## src/rtl/pico_txn_sequencer.sv

```systemverilog
// pico_txn_sequencer: turns SPI bytes (address byte, then data bytes)
// into register-bank writes with an auto-incrementing address pointer.
//
// Ports:
//   iclk, rst            clock, async active-high reset
//   byte_valid/byte_data received byte strobe and value
//   frame_end            frame finished strobe
//   clear_err            clears err_addr/err_ovf
//   wr_valid/wr_ready    write handshake, wr_addr/wr_data payload
//   mux_sel              readback select (address pointer)
//   busy                 frame in progress or write pending
//   err_addr, err_ovf    sticky error flags
module pico_txn_sequencer #(
    parameter int NUM_REGS = 16,
    parameter int ADDR_W   = 8,
    parameter bit WRAP     = 1'b1
) (
    input  logic              iclk,
    input  logic              rst,
    input  logic              byte_valid,
    input  logic [7:0]        byte_data,
    input  logic              frame_end,
    input  logic              clear_err,
    output logic              wr_valid,
    input  logic              wr_ready,
    output logic [ADDR_W-1:0] wr_addr,
    output logic [7:0]        wr_data,
    output logic [ADDR_W-1:0] mux_sel,
    output logic              busy,
    output logic              err_addr,
    output logic              err_ovf
);

    typedef enum logic [1:0] {
        IDLE,
        DATA,
        DROP
    } state_t;

    localparam logic [8:0]        NREGS = 9'(NUM_REGS);
    localparam logic [ADDR_W-1:0] LAST  = ADDR_W'(NUM_REGS - 1);

    state_t            state, state_n;
    logic [ADDR_W-1:0] ptr, ptr_n;
    logic [ADDR_W-1:0] wr_addr_n;
    logic [7:0]        wr_data_n;
    logic              wr_valid_n;
    logic              ovr, ovr_n;
    logic              err_addr_set;
    logic              err_ovf_set;
    logic              addr_ok;
    logic              can_issue;

    // Full 8-bit compare: any bit above the register range is a bad address.
    assign addr_ok   = {1'b0, byte_data} < NREGS;
    assign can_issue = !wr_valid || wr_ready;
    assign mux_sel   = ptr;
    assign busy      = (state != IDLE) || wr_valid;

    always_comb begin
        state_n      = state;
        ptr_n        = ptr;
        ovr_n        = ovr;
        wr_valid_n   = wr_valid && !wr_ready;
        wr_addr_n    = wr_addr;
        wr_data_n    = wr_data;
        err_addr_set = 1'b0;
        err_ovf_set  = 1'b0;
        if (byte_valid) begin
            unique case (state)
                IDLE: begin
                    if (addr_ok) begin
                        ptr_n   = byte_data[ADDR_W-1:0];
                        state_n = DATA;
                    end else begin
                        err_addr_set = 1'b1;
                        state_n      = DROP;
                    end
                end
                DATA: begin
                    if (can_issue) begin
                        wr_valid_n = 1'b1;
                        wr_addr_n  = ptr;
                        wr_data_n  = byte_data;
                        if (ptr != LAST) begin
                            ptr_n = ptr + ADDR_W'(1);
                        end else if (WRAP) begin
                            ptr_n = '0;
                        end else begin
                            // Overrun: last write still goes out, later bytes flag err_addr.
                            state_n = DROP;
                            ovr_n   = 1'b1;
                        end
                    end else begin
                        err_ovf_set = 1'b1;
                    end
                end
                DROP: begin
                    err_addr_set = ovr;
                end
                default: begin
                    state_n = IDLE;
                end
            endcase
        end
        // Frame end overrides the state after the byte (if any) is handled.
        if (frame_end) begin
            state_n = IDLE;
            ovr_n   = 1'b0;
        end
    end

    always_ff @(posedge iclk or posedge rst) begin
        if (rst) begin
            state    <= IDLE;
            ptr      <= '0;
            ovr      <= 1'b0;
            wr_valid <= 1'b0;
            wr_addr  <= '0;
            wr_data  <= '0;
            err_addr <= 1'b0;
            err_ovf  <= 1'b0;
        end else begin
            state    <= state_n;
            ptr      <= ptr_n;
            ovr      <= ovr_n;
            wr_valid <= wr_valid_n;
            wr_addr  <= wr_addr_n;
            wr_data  <= wr_data_n;
            err_addr <= err_addr_set || (err_addr && !clear_err);
            err_ovf  <= err_ovf_set || (err_ovf && !clear_err);
        end
    end

endmodule

```

## config.mk

```make
export PLATFORM = sky130hd
export DESIGN_NAME = pico_txn_sequencer
export DESIGN_NICKNAME = d
export VERILOG_FILES = /design/src/rtl/pico_txn_sequencer.sv
export SDC_FILE = /design/constraint.sdc
export NUM_CORES = 1
export LEC_CHECK = 0
export CELL_PAD_IN_SITES_DETAIL_PLACEMENT = 0
export CELL_PAD_IN_SITES_GLOBAL_PLACEMENT = 1
export CORE_ASPECT_RATIO = 2
export CORE_MARGIN = 3
export CORE_UTILIZATION = 36
export DETAILED_ROUTE_END_ITERATION = 8
export PLACE_DENSITY = 0.77
export SLEW_MARGIN = 0
export SYNTH_ARGS = -nofsm -noshare
export SYNTH_HDL_FRONTEND = slang
export SYNTH_SLANG_ARGS = --single-unit
```

## constraint.sdc

```tcl
create_clock -name iclk -period 2 [get_ports iclk]
set_input_delay 0.3 -clock iclk [delete_from_list [all_inputs] [get_ports iclk]]
set_output_delay 0.3 -clock iclk [all_outputs]
set_load 0.02 [all_outputs]
```

==> results.cfg, run 1 <==
[outcome]
outcome = finished clean

[floorplanning]
pin_count = 42
dieArea_um2 = 4670
die_x_um = 49.8
num_rows = 31
start_util_pct = 37.9
core_um2 = 3650
die_h_um = 93.6

[detailed_routing]
viasPerCell = 5.18
wl_mm = 3.34
drc = 0
wire_per_inst_um = 15.3
drt.antenna.violating_nets = 0
first_iter_violations = 18
dr.pass1.iters = 4
vias = 1135

[pwr]
power_leakage_uw = 0.000887
internal-power_uw = 1210
irDropWorstVdd_uv = 469
cellPowerDensity_nw_per_um2 = 875
switching_share_pct = 30.9
power_frac_comb_pct = 30.8
clkPwrFrac_pct = 27.4
p_seq_share_pct = 41.8
p_switching_uw = 542

[synth]
ys_types = 36
ys_seq_area_share_pct = 52.5
syn_area_per_cell_um2 = 12.0
synthesis.instances = 115
ys_ff_latch = 29
netlist_top_cells_area = dfrtp_1, mux2_2, ha_1
synth_area_um2 = 1380
netlist.area_leader.share_pct = 52.5
ys_warn_count = 0
synth_nets = 132
synth_area_leader_cell = dfrtp_1

[global_route]
grt_pass1_vias = 1238
grt.total_usage_pct = 16.4
antenna_found_initial = 0
gr-total-overflow = 0
grt_first_pass_wirelength_mm = 5.80
grt_max_degree = 30

[timing]
slew_violations = 0
slew_headroom_pct = 71.1
skew_ns = 0.00328
tightest_slew_ns = 0.429
rsz0062_at_grt = no
hold_ws_ns = 0.403
post-route-min-period_ns = 1.79
fin_setup_tns_ns = 0
fin_crit_sh_pct = 89.6
hold_viol = 0
final-setup-viol-count = 0
fmaxAchievable_ghz = 0.558

[clock_tree]
clockRootBuffer = clkbuf_8
ctsLongestPathBuffers = 2
cts.clk_slew.worst_paths_ns = 0.06
postCtsSetupBuffers = 0
cts_tree = done
cts_htree_levels = 2
clkLatencyLatePin_ns = 0.27
clock-sinks = 29
cts_buffers = 5
hold_buffers = 0

[placed_design]
gp_congestion = 0.820
hpwl_mm = 2.56
dp.cells = 212
numPortBuffers = 41

[critical_path]
crit_path_max_fanout = 6
worstSetupEndpointType = flip-flop
crit_arrival_ns = 1.96
worstPathRequired_ns = 2.16
rrSetupSlack_ns = 0.23
startpoint_type = input pin
critPathKind = input pin to flip-flop

[cells_and_area]
area_growth_pct = 45.0
drive_above_1_share_pct = 23.5
nets = 187
final_cells = 219
antenna_cells = 0

[job]
cap_viol_max_count = 0

[min_path]
hp-class = input pin to async pin
## synth_stat cells
library cell / number
a211o_2: 1
a211oi_4: 1
a21oi_1: 1
a21oi_2: 1
a22o_1: 2
a2bb2oi_1: 1
a311o_2: 1
and2b_2: 1
and3_1: 2
buf_2: 1
clkbuf_8: 1
dfrtp_1: 29
ha_1: 3
inv_1: 8
mux2_2: 16
mux2i_1: 2
nand2_1: 9
nand2b_1: 3
nand2b_2: 1
nand3_1: 3
nand4b_1: 2
nor2_1: 3
nor2_2: 1
nor2b_1: 3
nor3_1: 1
nor3b_1: 1
nor4_1: 1
o211ai_1: 1
o21a_1: 1
o21ai_0: 7
o21ai_1: 2
o221ai_1: 1
o22ai_1: 1
o311ai_2: 1
o41a_1: 1
o41ai_2: 1
## flip-flops by register name, summed over array words and instances (netlist names)
| register | count |
|---|---|
| err_addr | 1 |
| mux_sel | 8 |
| wr_addr | 8 |
| err_ovf | 1 |
| state | 2 |
| wr_data | 8 |
| wr_valid | 1 |
## area by class of cell
class	count	area (µm²)
inverter	8	30.0
tap	49	61.3
sequential	29	726
clock buffer	7	86.3
multi-input combinational	76	608
timing repair buffer	50	493
fill	342	1640
## power by group through the flow
| stage | registers (µW) | logic (µW) | clock network, µW |
|---|---|---|---|
| 6_report | 733 | 541 | 480 |
| 3_5_place_dp | 745 | 545 | 0 |
| 5_1_grt | 747 | 579 | 523 |
| 2_1_floorplan | 842 | 157 | 0 |
| 3_3_place_gp | 739 | 538 | 0 |
| 4_1_cts | 735 | 547 | 500 |
## worst paths after layout
| path | startpoint | end | depth (start not counted) |
|---|---|---|---|
| hold / removal | rst | wr_addr[6]$_DFFE_PP0P_ | 3 |
| max in group asynchronous | rst | mux_sel[1]$_DFFE_PP0P_ | 3 |
| hold reg to reg | wr_addr[7]$_DFFE_PP0P_ | wr_addr[7]$_DFFE_PP0P_ | 1 |
| setup / recovery | byte_data[6] | mux_sel[5]$_DFFE_PP0P_ | 5 |
| setup reg to reg | mux_sel[1]$_DFFE_PP0P_ | mux_sel[5]$_DFFE_PP0P_ | 6 |
| min in group iclk | wr_addr[7]$_DFFE_PP0P_ | wr_addr[7]$_DFFE_PP0P_ | 1 |
## through the flow
step / power, µW / utilization, % / setup WS, ns / instance area, µm²
after floorplan: 999 / - / 0.254 / 1380
after global placement: 1280 / 52.5 / -0.0212 / 1920
after detailed placement: 1290 / 52.5 / -0.0760 / 1920
after CTS: 1780 / 54.9 / 0.0531 / 2000
after global routing: 1850 / 55.0 / 0.125 / 2000
final: 1750 / 55.0 / 0.207 / 2000
## critical path, cell delays in order
cell and delay (ns):
clkdlybuf4s50_1 0.44, o41a_1 0.52, a211oi_4 0.33, o21ai_1 0.12, a22o_1 0.25
## cell usage in the layout (no fill, tap or decap), drive strengths merged, types with 3 or more instances in the layout
cell / netlist / routed
clkdlybuf4s50: 0 / 40
dfrtp: 29 / 29
mux2: 16 / 16
nand2: 9 / 9
buf: 1 / 9
o21ai: 9 / 9
inv: 8 / 8
clkbuf: 1 / 7
nor2: 4 / 4
nand2b: 4 / 4
nand3: 3 / 3
nor2b: 3 / 3
ha: 3 / 3
## kinds of logic after synthesis
family,synth area share [%]
simple gates,12.3
flops,52.5
mux,14.5
fa+ha+maj,2.72
buf+inv,3.53
compound gates,14.5
## per-layer routing
metal  track usage (%)  routed length (µm)  share of wire (%)
met5                 0                   0                  0
met4              9.01                 121                3.6
met3              3.83                 141                4.2
met2              31.0                1880                 56
met1              15.6                1190                 36
## timing repair
action | CTS | global route
endpoints found under the hold margin | 0 | 0
endpoints found under the setup margin | 0 | 1
gates resized for setup | 0 | 1
Power figures use the tool's default switching activity.
==> run 2: changes to the inputs <==
CTS_CLUSTER_SIZE = 24   (was default)
HOLD_SLACK_MARGIN = 0.1   (was default)
==> results of run 2 <==
The final DEF is identical to that of run 1; final timing and power are the same.
==> RTL change (settings of run 2) <==
The parameter `ADDR_W` goes from 8 to 7.
--- a/src/rtl/pico_txn_sequencer.sv
+++ b/src/rtl/pico_txn_sequencer.sv
@@ -13,5 +13,5 @@
 module pico_txn_sequencer #(
     parameter int NUM_REGS = 16,
-    parameter int ADDR_W   = 8,
+    parameter int ADDR_W   = 7,
     parameter bit WRAP     = 1'b1
 ) (
Ports: changed (resized mux_sel and wr_addr); port bits go from 42 to 40. No check against the original RTL was run, so the function may have changed too.
==> RTL change against run 2 <==
Wire length fell by 12%. Clock skew fell by 2.2 ps. Sequential cell count fell by 2. Power fell by 10%. Cell area fell by 10%. First-iteration DRC count rose by 11%. Area after synthesis fell by 10%. Global-route usage fell by 0.13 points. Count of clock-buffer cells in the layout fell by 3. Setup slack got worse by 30 ps. Via count fell by 8.0%. Largest power group unchanged. Highest routed layer unchanged.
==> RTL change: results (changes against run 2) <==
run_status:
  status: "completed"  # unchanged
routing:
  dr.pass1.iters: 3  # was 4
  routed-wl-met3_um: 95  # was 141 µm
  viasPerCell: 5.495  # was 5.183
  drt_iter0_markers: 20  # was 18
  drt-wirelength-per-cell_um: 15.49  # was 15.25 µm
  wl_met2_um: 1644  # was 1884 µm
layout:
  final_nets: 177  # was 187
  drive_above_1_share_pct: 20.13  # was 23.53%
global_routing:
  use_met2_pct: 27.63  # was 30.97%
  track_usage_pct: 16.30  # was 16.42%
  grt_max_degree: 28  # was 30
  grt_pass1_wl_um: 4947  # was 5796 µm
  met3_usage_pct: 2.419  # was 3.828%
  met1_usage_pct: 18.12  # was 15.64%
power:
  p_leak_nw: 0.8271  # was 0.8868 nW
  power_density_nw_per_um2: 875.1  # was 875.2 nW/µm²
place:
  dp_cells: 186  # was 212
  placed_cell_area_um2: 1747  # was 1916 µm²
  globalplace.congestion: 0.8232  # was 0.8198
  dp_hpwl_um: 2247  # was 2558 µm
  port_buffers: 39  # was 41
critical_path:
  r2r_cells: 5  # was 6
  max_stage_delay_ps: 480  # was 520 ps
  r2r_slack_ps: 200  # was 230 ps
  arrival_ps: 2020  # was 1960 ps
  crit_start: "byte_data[5]"  # was byte_data[6]
  timing.rr.end: "mux_sel[4]$_DFFE_PP0P_"  # was mux_sel[5]$_DFFE_PP0P_
  crit_fanout: 3  # was 6
yosys:
  synth_commonest_cells: "27 x dfrtp_1, 15 x mux2_2, 9 x nand2_1"  # was 29 x dfrtp_1, 16 x mux2_2, 9 x nand2_1
  synth.distinct_cells: 29  # was 36
  syn_inst: 107  # was 115
  synth_nets: 124  # was 132
timing:
  slew_headroom_pct: 62.98  # was 71.12%
clock_tree:
  htree_levels: 1  # was 2
  cts_buffers: 3  # was 5
-- RTL change: tightest hold or removal path: cells and delay by family --
family | cells | cell delay, ps
buffers and inverters | 3 | 770
-- RTL change: kinds of logic (layout without fill, tap and decap cells) --
group                      Yosys count  in the layout  share of synthesized area [%]
buffers and inverters               10             62                          3.226
adders and majority gates            3              3                          3.025
muxes                               17             17                          15.22
and+or+nand+nor                     27             27                          10.79
AOI/OAI and AO/OA                   23             23                          13.31
DFF                                 27             27                          54.44
-- RTL change: cell type report --
type,count,area share [%]
well taps,31,2.162
inverters,7,1.464
flip-flops and latches,27,37.66
repair buffers,51,26.92
clock buffers,4,2.510
multi-input cells,70,29.29
-- RTL change: timing repair --
item / 4_1_cts / 5_1_grt
hold endpoints to repair: 0 / 0
resized for setup: 0 / 1
endpoints found under the setup margin: 0 / 1
-- RTL change: power breakdown --
group          total, mW  switching, mW  internal [mW]  leakage [nW]
clock network      0.314          0.171          0.143        0.0228
registers          0.711         0.0760          0.635         0.356
logic              0.545          0.256          0.289         0.448
